==> src/rtl/spi_slave_responder.sv <==
// spi_slave_responder
//
// SPI target-side responder for the 32-bit command link. Receives 32-bit
// command words LSB-first. When CMD_WORD[3:0] == READ_OPCODE, a 32-bit data
// word fetched from the register file is returned LSB-first in the next
// chip-select frame. SPI_SCLK is only oversampled, never used as a clock.
//
// Ports
//   CLOCK      in   system clock, at least 8x the SPI_SCLK frequency
//   RESET      in   synchronous, active-high reset
//   SPI_SCLK   in   SPI clock, idle low; MOSI valid on its rising edge
//   SPI_CS     in   chip select, active low
//   SPI_MOSI   in   serial data from the master
//   SPI_MISO   out  serial data to the master (driven 0 outside read frames)
//   CMD_WORD   out  last complete command word, bit 0 received first
//   CMD_VALID  out  one-cycle pulse when CMD_WORD updates
//   RD_REQ     out  one-cycle pulse with CMD_VALID for read commands
//   RD_ACK     in   register file presents RD_DATA
//   RD_DATA    in   read-back word
//   RD_MISS    out  one-cycle pulse: read frame started without RD_ACK
//   FRAME_ERR  out  one-cycle pulse: malformed frame
//   BUSY       out  high whenever the FSM is not idle
//   DBG_STATE  out  current FSM state encoding
//
// Read handshake: RD_REQ pulses for one cycle when a read command completes.
// The register file answers by raising RD_ACK for at least one cycle with
// RD_DATA valid in that cycle; RD_ACK may coincide with the RD_REQ cycle.
// Only the first RD_ACK between RD_REQ and the read-frame CS fall is taken;
// RD_ACK outside that window is ignored. There is no back-pressure.

module spi_slave_responder #(
  parameter int         SYNC_STAGES = 2,
  parameter logic [3:0] READ_OPCODE = 4'b1110
) (
  input  logic        CLOCK,
  input  logic        RESET,
  input  logic        SPI_SCLK,
  input  logic        SPI_CS,
  input  logic        SPI_MOSI,
  output logic        SPI_MISO,
  output logic [31:0] CMD_WORD,
  output logic        CMD_VALID,
  output logic        RD_REQ,
  input  logic        RD_ACK,
  input  logic [31:0] RD_DATA,
  output logic        RD_MISS,
  output logic        FRAME_ERR,
  output logic        BUSY,
  output logic [1:0]  DBG_STATE
);

  typedef enum logic [1:0] {
    S_IDLE      = 2'd0,
    S_CMD_SHIFT = 2'd1,
    S_RD_WAIT   = 2'd2,
    S_RD_SHIFT  = 2'd3
  } state_t;

  state_t state_q, state_d;

  // Synchronizers run freely (no reset) so that after RESET the edge
  // detectors reflect the true pin levels rather than a forced value that
  // could fake a CS edge.
  logic [2:0] sync_q [SYNC_STAGES];
  logic       sclk_s, cs_s, mosi_s;
  logic       sclk_prev, cs_prev;

  always_ff @(posedge CLOCK) begin
    sync_q[0] <= {SPI_SCLK, SPI_CS, SPI_MOSI};
    for (int i = 1; i < SYNC_STAGES; i++) begin
      sync_q[i] <= sync_q[i-1];
    end
    sclk_prev <= sclk_s;
    cs_prev   <= cs_s;
  end

  assign sclk_s = sync_q[SYNC_STAGES-1][2];
  assign cs_s   = sync_q[SYNC_STAGES-1][1];
  assign mosi_s = sync_q[SYNC_STAGES-1][0];

  logic sclk_rise, sclk_fall, cs_fall, cs_rise;
  assign sclk_rise = !sclk_prev &&  sclk_s;
  assign sclk_fall =  sclk_prev && !sclk_s;
  assign cs_fall   =  cs_prev   && !cs_s;
  assign cs_rise   = !cs_prev   &&  cs_s;

  logic [31:0] cmd_sr_q;
  logic [31:0] tx_q;
  logic [5:0]  count_q;
  logic        overrun_q;
  logic        ack_seen_q;
  // Set by reset; blocks a new frame until CS has been seen high, so a frame
  // already in progress when reset deasserts is ignored silently.
  logic        cs_hold_q;

  logic cmd_accept, rd_start, frame_err_d, rd_miss_d;

  // Next-state and event decode
  always_comb begin
    state_d     = state_q;
    cmd_accept  = 1'b0;
    rd_start    = 1'b0;
    frame_err_d = 1'b0;
    rd_miss_d   = 1'b0;
    case (state_q)
      S_IDLE: begin
        if (cs_fall && !cs_hold_q) state_d = S_CMD_SHIFT;
      end
      S_CMD_SHIFT: begin
        if (cs_rise) begin
          state_d = S_IDLE;
          if (count_q == 6'd32 && !overrun_q) begin
            cmd_accept = 1'b1;
            if (cmd_sr_q[3:0] == READ_OPCODE) begin
              rd_start = 1'b1;
              state_d  = S_RD_WAIT;
            end
          end else begin
            frame_err_d = 1'b1;
          end
        end
      end
      S_RD_WAIT: begin
        if (cs_fall) begin
          state_d   = S_RD_SHIFT;
          rd_miss_d = !ack_seen_q;
        end
      end
      S_RD_SHIFT: begin
        if (cs_rise) begin
          state_d     = S_IDLE;
          frame_err_d = (count_q != 6'd32);
        end
      end
      default: state_d = S_IDLE;
    endcase
  end

  always_ff @(posedge CLOCK) begin
    if (RESET) state_q <= S_IDLE;
    else       state_q <= state_d;
  end

  // Datapath: shift registers, counter, registered pulses and MISO
  always_ff @(posedge CLOCK) begin
    if (RESET) begin
      cmd_sr_q   <= '0;
      tx_q       <= '0;
      count_q    <= '0;
      overrun_q  <= 1'b0;
      ack_seen_q <= 1'b0;
      cs_hold_q  <= 1'b1;
      CMD_WORD   <= '0;
      CMD_VALID  <= 1'b0;
      RD_REQ     <= 1'b0;
      RD_MISS    <= 1'b0;
      FRAME_ERR  <= 1'b0;
      SPI_MISO   <= 1'b0;
    end else begin
      CMD_VALID <= cmd_accept;
      RD_REQ    <= rd_start;
      FRAME_ERR <= frame_err_d;
      RD_MISS   <= rd_miss_d;
      if (cs_s) cs_hold_q <= 1'b0;
      if (cmd_accept) CMD_WORD <= cmd_sr_q;

      case (state_q)
        S_IDLE: begin
          count_q    <= '0;
          overrun_q  <= 1'b0;
          ack_seen_q <= 1'b0;
          SPI_MISO   <= 1'b0;
        end
        S_CMD_SHIFT: begin
          // A CS rise in the same cycle discards the SCLK edge.
          if (!cs_rise && sclk_rise) begin
            if (count_q < 6'd32) begin
              cmd_sr_q[count_q[4:0]] <= mosi_s;
              count_q                <= count_q + 6'd1;
            end else begin
              overrun_q <= 1'b1;
            end
          end
        end
        S_RD_WAIT: begin
          count_q <= '0;
          if (cs_fall) begin
            if (!ack_seen_q) tx_q <= '0;
            SPI_MISO <= ack_seen_q ? tx_q[0] : 1'b0;
          end else if (RD_ACK && !ack_seen_q) begin
            tx_q       <= RD_DATA;
            ack_seen_q <= 1'b1;
          end
        end
        S_RD_SHIFT: begin
          if (cs_rise) begin
            SPI_MISO <= 1'b0;
          end else begin
            // Saturate so a runaway frame can never wrap back to 32.
            if (sclk_rise && count_q != 6'h3F) count_q <= count_q + 6'd1;
            if (sclk_fall) begin
              tx_q     <= {1'b0, tx_q[31:1]};
              SPI_MISO <= tx_q[1];
            end
          end
        end
        default: begin
          SPI_MISO <= 1'b0;
        end
      endcase
    end
  end

  assign BUSY      = (state_q != S_IDLE);
  assign DBG_STATE = state_q;

endmodule

==> config.mk <==
export PLATFORM = sky130hd
export DESIGN_NAME = spi_slave_responder
export DESIGN_NICKNAME = d
export VERILOG_FILES = /design/src/rtl/spi_slave_responder.sv
export SDC_FILE = /design/constraint.sdc
export NUM_CORES = 1
export LEC_CHECK = 0
export ABC_CLOCK_PERIOD_IN_PS = 5500
export CAP_MARGIN = 20
export CORE_MARGIN = 1
export CORE_UTILIZATION = 50
export CTS_CLUSTER_SIZE = 30
export DETAILED_ROUTE_END_ITERATION = 8
export GPL_ROUTABILITY_DRIVEN = 0
export GPL_TIMING_DRIVEN = 0
export PLACE_DENSITY = 0.74
export SYNTH_ARGS = -nofsm -noshare
export SYNTH_HDL_FRONTEND = slang
export SYNTH_SLANG_ARGS = --single-unit
==> constraint.sdc <==
create_clock -name CLOCK -period 5.5 [get_ports CLOCK]
set_input_delay 1.1 -clock CLOCK [delete_from_list [all_inputs] [get_ports CLOCK]]
set_output_delay 1.1 -clock CLOCK [all_outputs]
set_load 0.02 [all_outputs]
# Word level (Yosys, flattened, before mapping)
# Memories as Yosys holds them, arrays and structs flattened.
# Index checks and enable logic that the tools add are counted.
[totals] ff_bits=114 ram_bits=6 input_bits=38 elab_cells=121 memories=1
[memory_table] memory="sync_q" depth=2 width=3 read_ports=2 rd_clocked_by_memory_dff=0 wr=2 line="64" text="logic [2:0] sync_q [SYNC_STAGES];"
[op_classes] add_sub_neg=1 magnitude_cmp=3 eq_ne=22 mux=40 n_bitwise=5 reduce_logical=34
[op_table] cell="2-to-1 mux 32 bit" count=5
[op_table] cell="one-hot mux 32 bit (2 select lines)" count=1
[op_table] cell="bitwise mux 32 bit" count=1
[op_table] cell="2-to-1 mux 6 bit" count=4
[op_table] cell="inequality test 2 bit (second input constant)" count=12
[op_table] cell="one-hot mux 6 bit (3 select lines)" count=1
[op_table] cell="2-to-1 mux 1 bit" count=16
[op_table] cell="2-to-1 mux 2 bit" count=6
[op_table] cell="inequality test 6 bit (second input constant)" count=2
[op_table] cell="AND reduction 3 bit" count=4
[op_table] cell="logical AND 1 bit" count=10
[op_table] cell="inequality test 3 bit (second input constant)" count=3
[op_table] cell="zero test 1 bit" count=8
[op_table] cell="one-hot mux 2 bit (4 select lines)" count=1
[op_table] cell="AND reduction 4 bit" count=2
[op_table] cell="nonzero test 2 bit" count=4
[op_table] cell="adder 6 x 1 -> 6 bit (second input constant)" count=1
[op_table] cell="== test 6 bit (second input constant)" count=1
[op_table] cell="less-than comparator 5 x 6 -> 1 bit (second input constant)" count=1
[op_table] cell="less-than comparator 6 bit (second input constant)" count=1
[op_table] cell="one-hot mux 1 bit (2 select lines)" count=3
[op_table] cell="demux 1 bit (select 5 bit)" count=1
[op_table] cell=">= comparator 5 x 1 -> 1 bit (second input constant)" count=1
[op_table] cell="inverter 1 bit" count=5
[op_table] cell="10 further kinds" count=11

# Longest topological paths before layout
[depth] ltp_word=6 depth_mapped=8 mapped_depth_nobuf=6

# Least setup slack after synthesis
# Ideal clock, no wire load.
[synth_timing] path_kind="reg2out" from="register state_q[0] (netlist: DBG_STATE[0])" to="output BUSY" t_arrival_ns=1.038 required_time_ns=4.400 setup_slack_ns=3.362 stages_incl_launch_ff=4 cell_sequence="dfxtp_1 clkbuf_1 nor2_1 inv_1"
[synth_via] elab_chain_len=1
[synth_rtl] item="start: declaration" line="59" text="state_t state_q, state_d;"
[synth_rtl] item="start signal: assignment" line="141" text="else state_q <= state_d;"
[synth_rtl] item="nonzero test 2 bit" line="214" text="assign BUSY = (state_q != S_IDLE);"
[synth_rtl] item="end: declaration" line="48" text="output logic BUSY,"
# No other way between the ends.

# Worst setup path after layout
# Ends and elaborated chain as after synthesis.

==> flow_metrics.py <==
metrics = {
    "global_routing": {
        "grt.total_usage_pct": 25.5,
        "grt_pass1_vias": 4295,
        "grt_antenna_before_repair": 0,
        "grt_pass1_wl_um": 20400,
        "grt_overflow": 0,
        "grt_max_degree": 17,
    },
    "clock_tree": {
        "clkSlewWorstSetupHoldPaths_ns": 0.06,
        "clock_insertion_delay_worst_skew_ns": 0.52,
        "cts_tree": "yes",
        "clock-sinks": 120,
        "clk_path_buf_depth": 2,
        "cts_root_buf": "clkbuf_8",
        "post_cts_buffers": 0,
        "cts.htree.levels": 4,
        "holdBufCountCts": 0,
        "cts-resized-gates": 0,
        "cts-buffers-inserted": 17,
    },
    "detailed_routing": {
        "ant_nets": 0,
        "first_pass_iters": 7,
        "wl_um": 12500,
        "wl_per_cell_um": 16.1,
        "vias_per_cell": 5.73,
        "vias": 4443,
        "drt-initial-drc-count": 301,
        "drc": 0,
    },
    "power_and_ir_drop": {
        "cellLeakagePower_nw": 2.22,
        "seq_power_share_pct": 40.7,
        "p_int_mw": 1.71,
        "power_frac_comb_pct": 3.5,
        "swShare_pct": 20.4,
        "total_power_mw": 2.15,
        "clkPwrFrac_pct": 55.8,
        "p_switching_mw": 0.438,
        "p_per_area_nw_per_um2": 330,
        "peakVddDrop_mv": 0.188,
    },
    "synthesis": {
        "synthArstFlopShare_pct": 0,
        "synth_warnings": 0,
        "synth_area_um2": 4950,
        "synth-seq-cells": 120,
        "syn_area_per_cell_um2": 9.20,
        "yosysTopAreaCell": "dfxtp_1",
        "synth_edf_count": 0,
        "synth_cell_type_count": 42,
        "synthCells": 538,
        "synth_top_area_share_pct": 48.6,
        "syn_nets": 580,
        "yosys-top-cells-area": "dfxtp_1, mux2i_1, a211oi_1",
        "ys_seq_area_share_pct": 48.6,
        "synth_flop_cell": "dfxtp_1",
    },
    "critical_path": {
        "path_cells": "clkbuf_1 -> nor2_1 -> inv_1 -> clkdlybuf4s50_1",
        "crit_fanout": 10,
        "slowest_delay_ns": 0.61,
        "cp.arrival_ns": 2.18,
        "startpoint_type": "flip-flop",
        "crit_required_ns": 4.40,
        "crit_buf_inv": 3,
        "path_class": "flip-flop to output port",
        "cpLargestDelayFamily": "buffers and inverters",
        "slowest_stage": "clkdlybuf4s50_1",
        "crit_path_end_kind": "output port",
    },
    "finish": {
        "fin_cells": 776,
        "final_nets": 676,
        "layout-drive-gt1-share_pct": 7.57,
        "diodes": 0,
        "synthToLayoutAreaGrowth_pct": 31.8,
    },
    "placed_design": {
        "dp.cells": 744,
        "pre_cts_slack_ns": 2.72,
        "hpwl_um": 8150,
        "numPortBuffers": 77,
    },
    "floorplanning": {
        "rows": 35,
        "io_pins": 78,
        "start_util_pct": 52.5,
        "die_x_um": 101,
        "die_area_um2": 10300,
        "die_h_um": 101,
        "coreArea_um2": 9420,
    },
    "sta": {
        "fmax_ghz": 0.305,
        "fin_setup_tns_ns": 0,
        "timing.hold.ws_ns": 0.336,
        "drv_slew": 0,
        "fin_worst_skew_ns": 0.00683,
        "fin_crit_ns": 3.28,
        "maxSlewHeadroom_pct": 59.6,
        "grt_setup_unrepaired": "false",
        "min_period_over_period_pct": 59.6,
        "setup_slack_ns": 2.22,
        "final_hold_viol_count": 0,
        "setup_viol": 0,
        "worst_pin_slew_ns": 0.606,
    },
    "outcome": {
        "status": "completed",
    },
    "job": {
        "maxCapViolCount": 0,
    },
    "hold_path": {
        "hp-class": "flip-flop to flip-flop",
    },
}
## path summary, 6_finish.rpt
path	from	endpoint	slack, ns	depth (start not counted)
max reg2reg	DBG_STATE[0]	CMD_WORD[23]	3.43	7
min	sync_q[0][2]	sync_q[0][5]	0.34	0
min reg2reg	sync_q[0][2]	sync_q[0][5]	0.34	0
max	DBG_STATE[0]	BUSY	2.22	4
## cells in the mapped netlist (2+ instances only)
library cell / number
buf_12: 3
a21oi_1: 43
nand3b_1: 2
o21a_1: 2
o31ai_1: 3
nand2_1: 8
and3b_1: 3
or3b_2: 2
and3_1: 8
and2_1: 5
nor4bb_1: 4
a22oi_1: 31
nor2b_1: 5
a211oi_1: 31
inv_1: 8
buf_2: 7
nor2_1: 37
ha_1: 4
dfxtp_1: 120
nor3b_1: 2
buf_6: 3
nand2b_1: 2
nor3_1: 35
mux2i_1: 32
a31oi_1: 2
clkbuf_1: 38
nand4_1: 2
or4_1: 4
nand3_1: 41
o21ai_0: 39
## cell type report
cell class                      count  area, µm²
Fill cell                         720       2890
Sequential cell                   120       2400
Multi-Input combinational cell    359       2240
Timing Repair Buffer               77        771
Clock buffer                       20        445
Buffer                             51        272
Clock inverter                     12        198
Tap cell                          129        161
Inverter                            8       30.0
## per-stage QoR
step | util [%] | area (µm²)
2_1_floorplan | - | 4950
3_3_place_gp | 62.4 | 5880
3_5_place_dp | 62.4 | 5880
4_1_cts | 69.3 | 6520
5_1_grt | 69.3 | 6520
6_report | 69.3 | 6520
## cells by family after synthesis
kind of cell	Yosys count	synth area share [%]
flops	120	48.6
buf+inv	59	6.10
compound gates	156	19.6
simple gates	167	18.3
mux	32	6.47
fa+ha+maj	4	1.01
## power by group through the flow
| stage | registers (mW) | clock network (mW) | logic (mW) |
|---|---|---|---|
| 3_3_place_gp | 0.895 | 0 | 0.0720 |
| 3_5_place_dp | 0.895 | 0 | 0.0731 |
| 2_1_floorplan | 0.895 | 0 | 0.0345 |
| 6_report | 0.877 | 1.20 | 0.0747 |
| 5_1_grt | 0.877 | 1.25 | 0.0813 |
| 4_1_cts | 0.877 | 1.21 | 0.0740 |
## state kept, by name, summed over array words and instances, names as in the netlist, named ones only
name and count:
FRAME_ERR 1, RD_MISS 1, count_q 6, overrun_q 1, sync_q 6, cmd_sr_q 32, RD_REQ 1, cs_prev 1
sclk_prev 1, tx_q 32, DBG_STATE 1, CMD_VALID 1, SPI_MISO 1, cs_hold_q 1, ack_seen_q 1, CMD_WORD 32
## metal layers
metal / routed length [µm] / vias to the layer above / global-route usage, %
met5: 0 / - / 0
met4: 208 / 0 / 9.81
met3: 718 / 22 / 7.32
met2: 6210 / 141 / 45.1
met1: 5320 / 2115 / 29.2
li1: - / 2165 / -
## cell usage in the layout (no fill, tap or decap), types with 16 or more instances in the layout
| cell type | instances |
|---|---|
| a22oi_1 | 31 |
| nor3_1 | 35 |
| a211oi_1 | 31 |
| clkbuf_1 | 39 |
| dfxtp_1 | 120 |
| nor2_1 | 37 |
| clkbuf_16 | 16 |
| clkdlybuf4s50_1 | 77 |
| nand3_1 | 41 |
| o21ai_0 | 39 |
| mux2i_1 | 32 |
| a21oi_1 | 43 |
Power figures use the tool's default switching activity.
